## config.mk

```make
export PLATFORM = sky130hd
export DESIGN_NAME = decoder3to8_seq_flat
export DESIGN_NICKNAME = d
export VERILOG_FILES = /design/src/rtl/decoder3to8_seq_if.sv /design/src/rtl/decoder3to8_seq.sv /design/src/flat_wrapper.sv
export SDC_FILE = /design/constraint.sdc
export NUM_CORES = 1
export LEC_CHECK = 0
export BUFFER_PORTS_ARGS = -buffer_cell sky130_fd_sc_hd__buf_4
export CAP_MARGIN = 5
export CORE_MARGIN = 4
export CORE_UTILIZATION = 30
export CTS_BUF_LIST = sky130_fd_sc_hd__clkbuf_16
export DETAILED_ROUTE_END_ITERATION = 10
export GPL_TIMING_DRIVEN = 0
export SLEW_MARGIN = 15
export SYNTH_ARGS = -nofsm -noshare
export SYNTH_HDL_FRONTEND = slang
export SYNTH_SLANG_ARGS = --single-unit
```

## constraint.sdc

```tcl
create_clock -name clk -period 2.7 [get_ports clk]
set_input_delay 0.54 -clock clk [delete_from_list [all_inputs] [get_ports clk]]
set_output_delay 0.54 -clock clk [all_outputs]
set_load 0.03 [all_outputs]
```

## src/rtl/decoder3to8_seq_if.sv

```systemverilog
// decoder3to8_seq_if: index handshake and strobe bus of decoder3to8_seq.
// master drives Y/V and observes ready/D/busy/done; slave is the decoder side.
interface decoder3to8_seq_if;
  logic [2:0] Y;
  logic       V;
  logic       ready;
  logic [7:0] D;
  logic       busy;
  logic       done;

  modport master (
    output Y, V,
    input  ready, D, busy, done
  );

  modport slave (
    input  Y, V,
    output ready, D, busy, done
  );
endinterface

```

## src/rtl/decoder3to8_seq.sv

```systemverilog
// decoder3to8_seq: sequenced 3-to-8 decoder, one-hot strobe held HOLD_CYCLES
// then GAP_CYCLES of zero; one-entry buffer behind a ready handshake.
// Ports: clk, rst (async active-high), bus (slave: Y,V in; ready,D,busy,done out).
// Option: define DEC_ACTIVE_LOW_EN to drive D inverted (idle 8'hFF).
module decoder3to8_seq #(
  parameter int HOLD_CYCLES = 4,
  parameter int GAP_CYCLES  = 1
) (
  input  logic               clk,
  input  logic               rst,
  decoder3to8_seq_if.slave   bus
);

  localparam int MAXC =
    (HOLD_CYCLES > GAP_CYCLES) ? HOLD_CYCLES : GAP_CYCLES;
  localparam int CW = $clog2(MAXC + 1);

  localparam logic [CW-1:0] HOLD_LD = CW'(HOLD_CYCLES - 1);
  localparam logic [CW-1:0] GAP_LD =
    (GAP_CYCLES > 0) ? CW'(GAP_CYCLES - 1) : '0;

`ifdef DEC_ACTIVE_LOW_EN
  localparam logic [7:0] D_POL = 8'hFF;
`else
  localparam logic [7:0] D_POL = 8'h00;
`endif

  typedef enum logic [1:0] {
    S_IDLE,
    S_DRIVE,
    S_GAP
  } state_t;

  state_t        r_state;
  logic [CW-1:0] r_cnt;
  logic [2:0]    r_idx;
  logic [2:0]    r_buf;
  logic          r_full;
  logic [7:0]    r_d;
  logic          r_busy;
  logic          r_done;

  state_t        w_state;
  logic [CW-1:0] w_cnt;
  logic [2:0]    w_idx;
  logic [2:0]    w_buf;
  logic          w_full;
  logic          w_accept;
  logic [7:0]    w_dec;

  assign w_accept = bus.V && !r_full;

  always_comb begin
    w_state = r_state;
    w_cnt   = r_cnt;
    w_idx   = r_idx;
    w_buf   = r_buf;
    w_full  = r_full;
    unique case (r_state)
      S_IDLE: begin
        if (w_accept) begin
          w_state = S_DRIVE;
          w_cnt   = HOLD_LD;
          w_idx   = bus.Y;
        end
      end
      S_DRIVE, S_GAP: begin
        if (r_cnt != '0) begin
          w_cnt = r_cnt - 1'b1;
          if (w_accept) begin
            w_buf  = bus.Y;
            w_full = 1'b1;
          end
        end else if (r_state == S_DRIVE && GAP_CYCLES > 0) begin
          w_state = S_GAP;
          w_cnt   = GAP_LD;
          if (w_accept) begin
            w_buf  = bus.Y;
            w_full = 1'b1;
          end
        end else if (r_full) begin
          // buffered index wins; ready is low so no new accept here
          w_state = S_DRIVE;
          w_cnt   = HOLD_LD;
          w_idx   = r_buf;
          w_full  = 1'b0;
        end else if (w_accept) begin
          w_state = S_DRIVE;
          w_cnt   = HOLD_LD;
          w_idx   = bus.Y;
        end else begin
          w_state = S_IDLE;
        end
      end
      default: begin
        w_state = S_IDLE;
      end
    endcase
  end

  assign w_dec = (w_state == S_DRIVE) ? (8'b1 << w_idx) : 8'h00;

  // outputs are registered from next-state so D/busy/done move together
  always_ff @(posedge clk or posedge rst) begin
    if (rst) begin
      r_state <= S_IDLE;
      r_cnt   <= '0;
      r_idx   <= '0;
      r_buf   <= '0;
      r_full  <= 1'b0;
      r_d     <= D_POL;
      r_busy  <= 1'b0;
      r_done  <= 1'b0;
    end else begin
      r_state <= w_state;
      r_cnt   <= w_cnt;
      r_idx   <= w_idx;
      r_buf   <= w_buf;
      r_full  <= w_full;
      r_d     <= w_dec ^ D_POL;
      r_busy  <= (w_state != S_IDLE);
      r_done  <= (w_state == S_DRIVE) && (w_cnt == '0);
    end
  end

  assign bus.ready = ~r_full;
  assign bus.D     = r_d;
  assign bus.busy  = r_busy;
  assign bus.done  = r_done;

endmodule

```

## src/flat_wrapper.sv

```systemverilog
// flat-port wrapper written by rule: the top's interface ports become plain ports
module decoder3to8_seq_flat 
#(
  parameter int HOLD_CYCLES = 4,
  parameter int GAP_CYCLES  = 1
)
  (clk, rst, bus_Y, bus_V, bus_ready, bus_D, bus_busy, bus_done);
  decoder3to8_seq_if bus_i ();
  input  logic clk;
  input  logic rst;
  input wire logic [$bits(bus_i.Y)-1:0] bus_Y;
  input wire logic [$bits(bus_i.V)-1:0] bus_V;
  output wire logic [$bits(bus_i.ready)-1:0] bus_ready;
  output wire logic [$bits(bus_i.D)-1:0] bus_D;
  output wire logic [$bits(bus_i.busy)-1:0] bus_busy;
  output wire logic [$bits(bus_i.done)-1:0] bus_done;
  assign bus_i.Y = bus_Y;
  assign bus_i.V = bus_V;
  assign bus_ready = bus_i.ready;
  assign bus_D = bus_i.D;
  assign bus_busy = bus_i.busy;
  assign bus_done = bus_i.done;
  decoder3to8_seq #(.HOLD_CYCLES(HOLD_CYCLES), .GAP_CYCLES(GAP_CYCLES)) u_core (.clk(clk), .rst(rst), .bus(bus_i));
endmodule
```

==> results.cfg <==
[logic_synthesis]
synth_ff_type = dfrtp_1
ys_types = 42
syn_inst = 110
async_reset_ff_share_pct = 100.0
netlist_area_um2 = 1194
synth_common_cells = 22 x dfrtp_1, 8 x inv_1, 7 x a21oi_1
synth_edf_count = 0
ys_seq_elements = 22
yosys.area.top_type = dfrtp_1
synth.avg_cell_area_um2 = 10.85
syn_nets = 121
synth.most_common_cell = dfrtp_1
yosysSeqAreaShare_pct = 46.12
synth_top_area_share_pct = 46.12
synth_warnings = 0
synth_area_leaders = dfrtp_1 46%, ha_1 5.2%, nor3_2 4.2%

[detailed_routing]
drc = 0
ant_nets = 0
firstDrtPassIters = 4
vias_per_cell = 5.163
routedWlPerCell_um = 14.58
vias = 919
dr.first_iter.drc_count = 49
drt-total-wl_um = 2595

[sta]
rsz0062_at_grt = false
fin_tns_setup_ns = 0
setup_ws_ns = 0.4155
fin_crit_ns = 2.284
hold_viol_final = 0
setup_viol = 0
worstMarginPinSlew_ns = 0.7967
fmax_ghz = 0.4377
relSlewSlack_pct = 46.83
fin_crit_sh_pct = 84.61
finalClockSkew_ns = 0.002311
final_max_slew_viol_count = 0

[die]
dieArea_um2 = 5052
fp.dieW_um = 71.08
coreArea_um2 = 3744
num_io_pins = 17
fp.dieH_um = 71.08
rows = 22
initial_core_util_pct = 31.89

[clocking]
numClockSinks = 22
insertion_delay_ns = 0.26
tritoncts = done
clock_path_buffers = 2
clk_pin_slew_ns = 0.06
cts_setup_buffers = 0
root_buffer = clkbuf_16
cts_resized = 0
htreeDepth = 1
ctsHoldBuffers = 0
cts_made_buffers = 3

[pwr]
seqPwrFrac_pct = 26.0
switching_share_pct = 42.47
peakVddDrop_v = 0.0005352
p_per_area_nw_per_um2 = 1408
p_comb_share_pct = 54.2
switchingPower_uw = 884.6
leakage_uw = 0.0006919
clock_power_share_pct = 19.8
p_int_uw = 1198

[run_status]
status = complete, no violations

[cells_and_area]
n_fill_cell = 384
num-nets-final = 142
drive_gt1_share_pct = 30.77
num_antenna_cells = 0
syn_to_final_growth_pct = 23.90

[placed_design]
gp_congestion = 0.8701
portBuffers = 16
post-place-ws_ns = 0.4685
hpwlAfterDp_um = 1848

[worst_hold_path]
hold_class = in2async

[worst_setup_path]
worst-setup-path-type = reg2reg
worstPathRequired_ns = 2.86
arrival_ns = 2.45
endpoint_kind = flop
cp-start-kind = flop
critPathMaxFanout = 9

[global_route]
grt_pass1_wl_um = 4471
grt_max_degree = 23
overflow = 0
grt_pass1_vias = 963
antenna_found_initial = 0
grtUsageTotal_pct = 11.07

[flow_run]
cap_violations = 0
state kept, by name, summed over array words and instances (netlist names):
register and flops:
u_core.bus.D 8, u_core.r_buf 3, u_core.r_cnt 3, u_core.r_idx 3
u_core.r_state 2, u_core.bus.busy 1, u_core.bus.done 1, u_core.r_full 1
worst max-delay path, stage by stage, from the launching register on:
cell      delay (ns)
dfrtp_1         0.42
inv_1           0.09
ha_1            0.28
buf_6           0.14
and4bb_1        0.20
buf_6           0.14
a21oi_2         0.16
o221ai_1        0.22
nand3b_1        0.31
nor3_1          0.22
final timing paths:
| check | startpoint | to | slack (ns) | depth (start not counted) |
|---|---|---|---|---|
| min in group clk | u_core.r_buf[0] | u_core.r_buf[0] | 0.52 | 1 |
| setup / recovery | u_core.r_state[1] | u_core.bus.D[3] | 0.42 | 9 |
| hold reg to reg | u_core.r_buf[0] | u_core.r_buf[0] | 0.52 | 1 |
| max in group asynchronous | rst | u_core.bus.busy | 1.76 | 2 |
| setup reg to reg | u_core.r_state[1] | u_core.bus.D[3] | 0.42 | 9 |
| hold / removal | rst | u_core.bus.D[3] | 0.44 | 2 |
power by group through the flow:
stage,logic (uW),clock network [uW],registers (uW)
6_report,1130,412,542
4_1_cts,1130,418,539
5_1_grt,1250,431,555
3_3_place_gp,1080,0,541
3_5_place_dp,1110,0,546
2_1_floorplan,815,0,591
stage by stage:
step	cell area, um2	hold slack [ns]	power, uW	cells	utilization, %
2_1_floorplan	1194	0.4792	1406	110	-
3_3_place_gp	1374	0.4966	1622	174	36.70
3_5_place_dp	1374	0.5000	1655	174	36.70
4_1_cts	1479	0.4742	2086	178	39.51
5_1_grt	1479	0.5303	2231	178	39.51
6_report	1479	0.4385	2083	178	39.51
layout make-up:
class	instances	area, um2	area share (%)
flip-flops and latches	22	550.5	37.23
clock inverters	1	30.03	2.030
plain buffers	4	33.78	2.284
inverters	11	46.29	3.130
clock buffers	3	75.07	5.076
repair buffers	16	120.1	8.122
multi-input cells	73	563.0	38.07
well taps	48	60.06	4.061
layout by cell type, fill, tap and decap left out, drive strengths merged, types with 2 or more instances in the layout:
cell type  instances
mux2               3
nand3              4
dfrtp             22
clkbuf             4
buf               19
ha                 5
nand2              5
inv               11
o22ai              2
a21oi              9
o21ai              6
nor3               9
nor2               5
nand2b             2
mux2i              3
routing by layer:
| metal | track usage [%] | share of wire, % |
|---|---|---|
| met1 | 12.59 | 40 |
| met2 | 18.95 | 52 |
| met3 | 2.557 | 5.4 |
| met4 | 6.263 | 2.2 |
| met5 | 0 | 0 |
kinds of logic (layout without fill, tap and decap cells):
group,after synthesis,after routing,share of synthesized area (%)
adders and majority gates,5,5,5.241
muxes,6,6,5.346
buffers and inverters,15,35,6.708
DFF,22,22,46.12
AOI/OAI and AO/OA,26,26,17.30
and+or+nand+nor,36,36,19.29
No activity file was read; power rests on OpenSTA's default activity.
